**config.mk**
```make
export PLATFORM = sky130hd
export DESIGN_NAME = register_file_sb
export DESIGN_NICKNAME = d
export VERILOG_FILES = /design/src/rtl/register_file_sb.sv
export SDC_FILE = /design/constraint.sdc
export NUM_CORES = 1
export LEC_CHECK = 0
export BUFFER_PORTS_ARGS = -buffer_cell sky130_fd_sc_hd__buf_2
export CAP_MARGIN = 5
export CORE_MARGIN = 5
export CORE_UTILIZATION = 55
export DETAILED_ROUTE_END_ITERATION = 16
export PLACE_DENSITY = 0.79
export SETUP_SLACK_MARGIN = 0.3
export SLEW_MARGIN = 25
export SYNTH_ARGS = -nofsm -noshare
export SYNTH_HDL_FRONTEND = slang
export SYNTH_SLANG_ARGS = --single-unit
```
**constraint.sdc**
```tcl
create_clock -name clk -period 2.66 [get_ports clk]
set_input_delay 0.399 -clock clk [delete_from_list [all_inputs] [get_ports clk]]
set_output_delay 0.399 -clock clk [all_outputs]
set_load 0.05 [all_outputs]
```
**src/rtl/register_file_sb.sv**
```systemverilog
// Two-read / one-write register file with registered write-first reads and a
// per-register busy scoreboard (reserve at issue, release on writeback).
module register_file_sb #(
    parameter int DATA_W   = 16,
    parameter int NREGS    = 8,
    parameter int ADDR_W   = $clog2(NREGS),
    parameter int ZERO_REG = 1
) (
    input  logic              clk,
    input  logic              reset,
    input  logic              r_en1,
    input  logic [ADDR_W-1:0] ra1,
    output logic [DATA_W-1:0] r_data1,
    output logic              r_busy1,
    input  logic              r_en2,
    input  logic [ADDR_W-1:0] ra2,
    output logic [DATA_W-1:0] r_data2,
    output logic              r_busy2,
    input  logic              w_en,
    input  logic [ADDR_W-1:0] wa,
    input  logic [DATA_W-1:0] w_data,
    input  logic              rsv_en,
    input  logic [ADDR_W-1:0] rsv_addr,
    output logic [NREGS-1:0]  busy_mask
);

    localparam logic [ADDR_W:0] NREGS_W = (ADDR_W + 1)'(NREGS);

    function automatic logic addr_ok(input logic [ADDR_W-1:0] a);
        return ({1'b0, a} < NREGS_W);
    endfunction

    function automatic logic is_zero_reg(input logic [ADDR_W-1:0] a);
        return (ZERO_REG != 0) && (a == '0);
    endfunction

    logic [DATA_W-1:0] mem_q [NREGS];
    logic [DATA_W-1:0] mem_d [NREGS];
    logic [NREGS-1:0]  busy_q;
    logic [NREGS-1:0]  busy_d;
    logic              wr_ok;
    logic              rsv_ok;

    assign wr_ok  = w_en   && addr_ok(wa)       && !is_zero_reg(wa);
    assign rsv_ok = rsv_en && addr_ok(rsv_addr) && !is_zero_reg(rsv_addr);

    // Reserve is applied after the write-clear so a same-edge newer producer wins.
    always_comb begin
        for (int i = 0; i < NREGS; i++) begin
            mem_d[i] = mem_q[i];
        end
        busy_d = busy_q;
        if (wr_ok) begin
            mem_d[wa]  = w_data;
            busy_d[wa] = 1'b0;
        end
        if (rsv_ok) begin
            busy_d[rsv_addr] = 1'b1;
        end
    end

    always_ff @(posedge clk or negedge reset) begin
        if (!reset) begin
            for (int i = 0; i < NREGS; i++) begin
                mem_q[i] <= '0;
            end
            busy_q <= '0;
        end else begin
            for (int i = 0; i < NREGS; i++) begin
                mem_q[i] <= mem_d[i];
            end
            busy_q <= busy_d;
        end
    end

    assign busy_mask = busy_q;

    logic              r_en_a   [2];
    logic [ADDR_W-1:0] ra_a     [2];
    logic [DATA_W-1:0] r_data_a [2];
    logic              r_busy_a [2];

    assign r_en_a[0] = r_en1;
    assign r_en_a[1] = r_en2;
    assign ra_a[0]   = ra1;
    assign ra_a[1]   = ra2;

    genvar gi;
    generate
        for (gi = 0; gi < 2; gi++) begin : g_rd
            logic [DATA_W-1:0] r_data_q;
            logic [DATA_W-1:0] r_data_d;
            logic              r_busy_q;
            logic              r_busy_d;

            // Reading the post-update view gives write-first data and busy forwarding.
            always_comb begin
                r_data_d = r_data_q;
                r_busy_d = r_busy_q;
                if (r_en_a[gi]) begin
                    if (addr_ok(ra_a[gi])) begin
                        r_data_d = mem_d[ra_a[gi]];
                        r_busy_d = busy_d[ra_a[gi]];
                    end else begin
                        r_data_d = '0;
                        r_busy_d = 1'b0;
                    end
                end
            end

            always_ff @(posedge clk or negedge reset) begin
                if (!reset) begin
                    r_data_q <= '0;
                    r_busy_q <= 1'b0;
                end else begin
                    r_data_q <= r_data_d;
                    r_busy_q <= r_busy_d;
                end
            end

            assign r_data_a[gi] = r_data_q;
            assign r_busy_a[gi] = r_busy_q;
        end
    endgenerate

    assign r_data1 = r_data_a[0];
    assign r_busy1 = r_busy_a[0];
    assign r_data2 = r_data_a[1];
    assign r_busy2 = r_busy_a[1];

endmodule

```
### Yosys cells after proc, flatten, opt, wreduce, memory -nomap -nowiden

Index checks and enable logic that the tools add are counted.

* register bits: 170
* bits in latches: 0
* bits in writable memories: 0
* memory bits (read-only): 0
* bits of input ports: 34
* output and inout bits: 42
* memories: 0

* add/sub/neg operators: 0
* multipliers: 0
* divide/modulo/power cells: 0
* order comparisons: 10
* equality and inequality tests: 0
* shifts and indexed selects: 0
* multiplexer cells: 20
* bitwise operators: 6
* reduce and logical (&&, ||, !) cells: 9

Operator list (count)
* $bwmux W128: 1
* $mux W128: 1
* $bmux W16 S3: 2
* $mux W16: 5
* $demux W16 S3: 1
* $lt A3 B4 Y1 const B: 4
* $mux W8: 2
* $ge A4 B4 Y1 const B: 3
* $not A3 Y4: 3
* $and A8 B8 Y8: 1
* $not A8 Y8: 1
* $or A8 B8 Y8: 1
* $bmux W1 S3: 2
* $demux W1 S3: 2
* $ge A3 B1 Y1 const B: 2
* $logic_not A3 Y1: 2
* $logic_and A1 B1 Y1: 5
* $lt A4 B1 Y1 const B: 1
* $mux W1: 4
* $logic_not A1 Y1: 2

### Longest topological paths before layout

* depth in word-level cells: 11
* gate-level depth with buffers: 7

### Least setup slack after synthesis

OpenSTA, ideal clock, no wires.

* path type: input -> register
* from: input ra1[0]
* to: register g_rd[0].r_data_q[10] (netlist: r_data1[10])
* arrival: 1.813 ns
* data required time: 2.578 ns
* setup slack: 0.766 ns
* cell stages on the path: 4
* cell sequence: buf_2 > buf_1 > mux4_1 > a31oi_1

* cells in the longest elaborated chain, start to end: 4

Ends and longest elaborated chain
* start, declared: line 12 `input logic [ADDR_W-1:0] ra1,`
* $not A3 Y4 (not written as such): line 102 `r_data_d = mem_d[ra_a[gi]];`
* $bmux W16 S3: line 102
* $mux W16 (not written as such) (2 in a row): line 102
* end signal, assigned: line 116 `r_data_q <= r_data_d;`
* end, declared: line 91 `logic [DATA_W-1:0] r_data_q;`

No other way between the ends. The select of a mux whose other input is x is not followed.
A chain may end at the register's enable or synchronous reset.

### Final worst setup path

* from: input wa[1]
* to: register g_rd[1].r_data_q[1] (netlist: r_data2[1])

* cells in the longest elaborated chain, start to end: 10
* elaborated cells on any way between the ends: 14
* classes of those cells: order compare (2); mux (7); bitwise (1); reduce/logical (4)

Ends and longest elaborated chain
* start, declared: line 20 `input logic [ADDR_W-1:0] wa,`
* $not A3 Y4 (not written as such): line 54 `mem_d[wa] = w_data;`
* $ge A4 B4 Y1 (not written as such) / $lt A4 B1 Y1 (equally long branches): line 54
* $logic_and A1 B1 Y1 (not written as such): line 54
* $mux W16 (not written as such): line 54
* $demux W16 S3: line 54
* $bwmux W128: line 54
* $mux W128 (*): line 53 `if (wr_ok) begin`
* $bmux W16 S3 (*): line 102
* $mux W16 (not written as such) (*) (2 in a row): line 102
* end signal, assigned: line 116
* end, declared: line 91

Every way passes the cells marked *; elsewhere a longest branch is shown, timed or not. The select of a mux whose other input is x is not followed.

==> results.sh <==
export IMPL_status="complete, no violations"
export IMPL_dpl_cell_area_um2=8870
export IMPL_drcViolationCount=0
export IMPL_grt_busiest_layer="met2"
export IMPL_root_buffer="clkbuf_16"
export IMPL_cpPeakStageDelay_ns=0.36
export IMPL_worstPathMaxFanout=17
export IMPL_postCtsSetupRepairBufs=0
export IMPL_die_x_um=133
export IMPL_total_power_mw=7.80
export IMPL_async_flop_share_pct=100
export IMPL_vias=6103
export IMPL_worst_ir_drop_vdd_mv=0.457
export IMPL_p_leak_nw=4.85
export IMPL_die_area_um2=17700
export IMPL_fp_dieH_um=133
export IMPL_start_util_pct=55.4
export IMPL_fin_util_pct=63.2
export IMPL_grt_pass1_wl_um=34300
export IMPL_pre_cts_slack_ns=0.465
export IMPL_htree_levels=4
export IMPL_syn_area_um2=8330
export IMPL_fillers=1143
export IMPL_area_growth_pct=14.1
export IMPL_cts_sinks=170
export IMPL_drv_cap=0
export IMPL_dp_hpwl_um=13600
export IMPL_required_ns=2.94
export IMPL_syn_inst=706
export IMPL_hold_viol_final=0
export IMPL_wl_per_cell_um=22.8
export IMPL_antenna_cells=0
export IMPL_whs_ns=0.287
export IMPL_seq_area_frac_synth_pct=51.1
export IMPL_setup_slack_ns=0.834
export IMPL_dp_cells=925
export IMPL_grt_max_degree=67
export IMPL_cts_buffer_depth=2
export IMPL_drtIter0Drc=597
export IMPL_ant_nets=0
export IMPL_grt_util_met3_pct=6.96
export IMPL_tightest_slew_ns=0.667
export IMPL_layout_common_cells="dfrtp_1 (170), inv_1 (117), mux2i_1 (114)"
export IMPL_critPathLaunchType="input port"
export IMPL_clkSlewWorstSetupHoldPaths_ns=0.06
export IMPL_ios=76
export IMPL_grt_setup_unrepaired="no"
export IMPL_drive_gt1_share_pct=19.5
export IMPL_grt_total_usage_pct=25.2
export IMPL_cts_buffers=17
export IMPL_grt_overflow=0
export IMPL_synth_edf_count=0
export IMPL_final_min_clock_period_ns=1.83
export IMPL_wl_um=21800
export IMPL_slew_headroom_pct=55.6
export IMPL_port_buffers=75
export IMPL_hp_class="input port to flop"
export IMPL_worst_ep_arrival_time_ns=2.11
export IMPL_avgSynthCellArea_um2=11.8
export IMPL_cts_tree="done"
export IMPL_cp_end_kind="flop"
export IMPL_path_cells="buf_2 -> and4bb_2 -> buf_4 -> mux2i_1 -> o22ai_1 -> o32ai_1 -> a31oi_1"
export IMPL_fin_cells=958
export IMPL_fmax_mhz=548
export IMPL_first_global_vias=6430
export IMPL_crit_type="input port to flop"
export IMPL_synth_flop_cell="dfrtp_1"
export IMPL_cp_slowest_cell="mux2i_1"
export IMPL_slew_viol_final=0
export IMPL_finalSetupViolations=0
export IMPL_p_per_area_nw_per_um2=821
export IMPL_final_cell_area_um2=9500
export IMPL_tns_ns=0
export IMPL_cts_resized=0
export IMPL_firstDrtPassIters=5
export IMPL_fin_skew_ns=0.00573
export IMPL_num_rows=45
export IMPL_grtUsageMet1_pct=30.0
export IMPL_period_share_pct=68.6
export IMPL_layout_commonest_cell="dfrtp_1"
export IMPL_synth_nets=740
export IMPL_coreArea_um2=15000
export IMPL_grt_antenna_before_repair=0
export IMPL_use_met2_pct=43.4
export IMPL_synth_warnings=0
export IMPL_routabilityCongestion=0.825
export IMPL_yosysUniqueCellTypes=30
export IMPL_vias_per_cell=6.37
export IMPL_final_nets=791
export IMPL_synth_seq_cells=170
export IMPL_clk_latency_ns=0.43
final timing paths:
kind | from | endpoint | slack, ns | depth (start not counted)
worst max register to register | busy_mask[5] | r_busy2 | 1.29 | 4
worst min register to register | mem_q[124] | mem_q[124] | 0.40 | 0
worst min-delay path | rsv_addr[0] | busy_mask[4] | 0.29 | 2
worst max-delay path | wa[1] | r_data2[1] | 0.83 | 7
min in group asynchronous | reset | mem_q[3] | 0.52 | 2
max in group asynchronous | reset | mem_q[7] | 1.42 | 3
cell type report:
| type | count | area [µm²] | share of cell area [%] |
|---|---|---|---|
| clock inverter | 7 | 110 | 1.16 |
| sequential | 170 | 4250 | 44.8 |
| multi-input combinational | 347 | 3300 | 34.7 |
| timing repair buffer | 104 | 652 | 6.86 |
| tap | 188 | 235 | 2.48 |
| clock buffer | 25 | 515 | 5.43 |
| inverter | 117 | 439 | 4.62 |
report_power, final:
part | leakage (nW) | internal, mW | switching (mW) | total (mW)
clock | 0.313 | 1.62 | 0.978 | 2.60
combinational | 2.48 | 0.676 | 1.26 | 1.93
sequential | 2.05 | 3.07 | 0.193 | 3.27
sequential cells by signal (all words and copies together) (netlist names):
name,flops
r_data2,16
r_data1,16
busy_mask,8
r_busy1,1
r_busy2,1
mem_q,128
worst max-delay path: cells and delay by family:
family	cells	cell delay, ns
buffers and inverters	2	0.47
AO/OA/AOI/OAI	3	0.57
multiplexers	1	0.36
AND/OR/NAND/NOR	1	0.29
per-layer routing:
layer / routed length [µm] / part of all wire [%]
met1: 8310 / 38
met3: 1800 / 8.2
met2: 11100 / 51
met4: 624 / 2.9
met5: 0 / 0
synth_stat cells, types with 2 or more instances:
| cell type | count | area share, % |
|---|---|---|
| a211o_1 | 2 | 0.21 |
| a211oi_1 | 32 | 2.9 |
| a21oi_1 | 5 | 0.30 |
| a31oi_1 | 32 | 2.4 |
| and4bb_2 | 2 | 0.30 |
| buf_1 | 6 | 0.27 |
| buf_2 | 5 | 0.30 |
| buf_4 | 5 | 0.45 |
| buf_6 | 4 | 0.54 |
| clkbuf_1 | 51 | 2.3 |
| dfrtp_1 | 170 | 51 |
| inv_1 | 117 | 5.3 |
| mux2i_1 | 114 | 14 |
| mux4_1 | 20 | 6.3 |
| mux4_2 | 14 | 3.8 |
| nand2_1 | 6 | 0.27 |
| nand2b_1 | 5 | 0.38 |
| nand4b_1 | 3 | 0.32 |
| nor2_1 | 34 | 1.5 |
| nor2b_1 | 3 | 0.23 |
| o22ai_1 | 34 | 2.6 |
| o2bb2ai_1 | 2 | 0.21 |
| o32ai_1 | 33 | 3.5 |
cell families (layout without fill, tap and decap cells):
logic type      Yosys count  after routing  synth area share, %
flops                   170            170                 51.1
simple gates             56             56                 3.41
mux                     148            148                 23.8
compound gates          143            143                 12.4
buf+inv                 189            253                 9.37
what timing repair did:
item / 4_1_cts / 5_1_grt
endpoints found under the setup margin: 0 / 0
hold buffers: 1 / 0
endpoints found under the hold margin: 63 / 0
(Power assumes the default switching activity.)
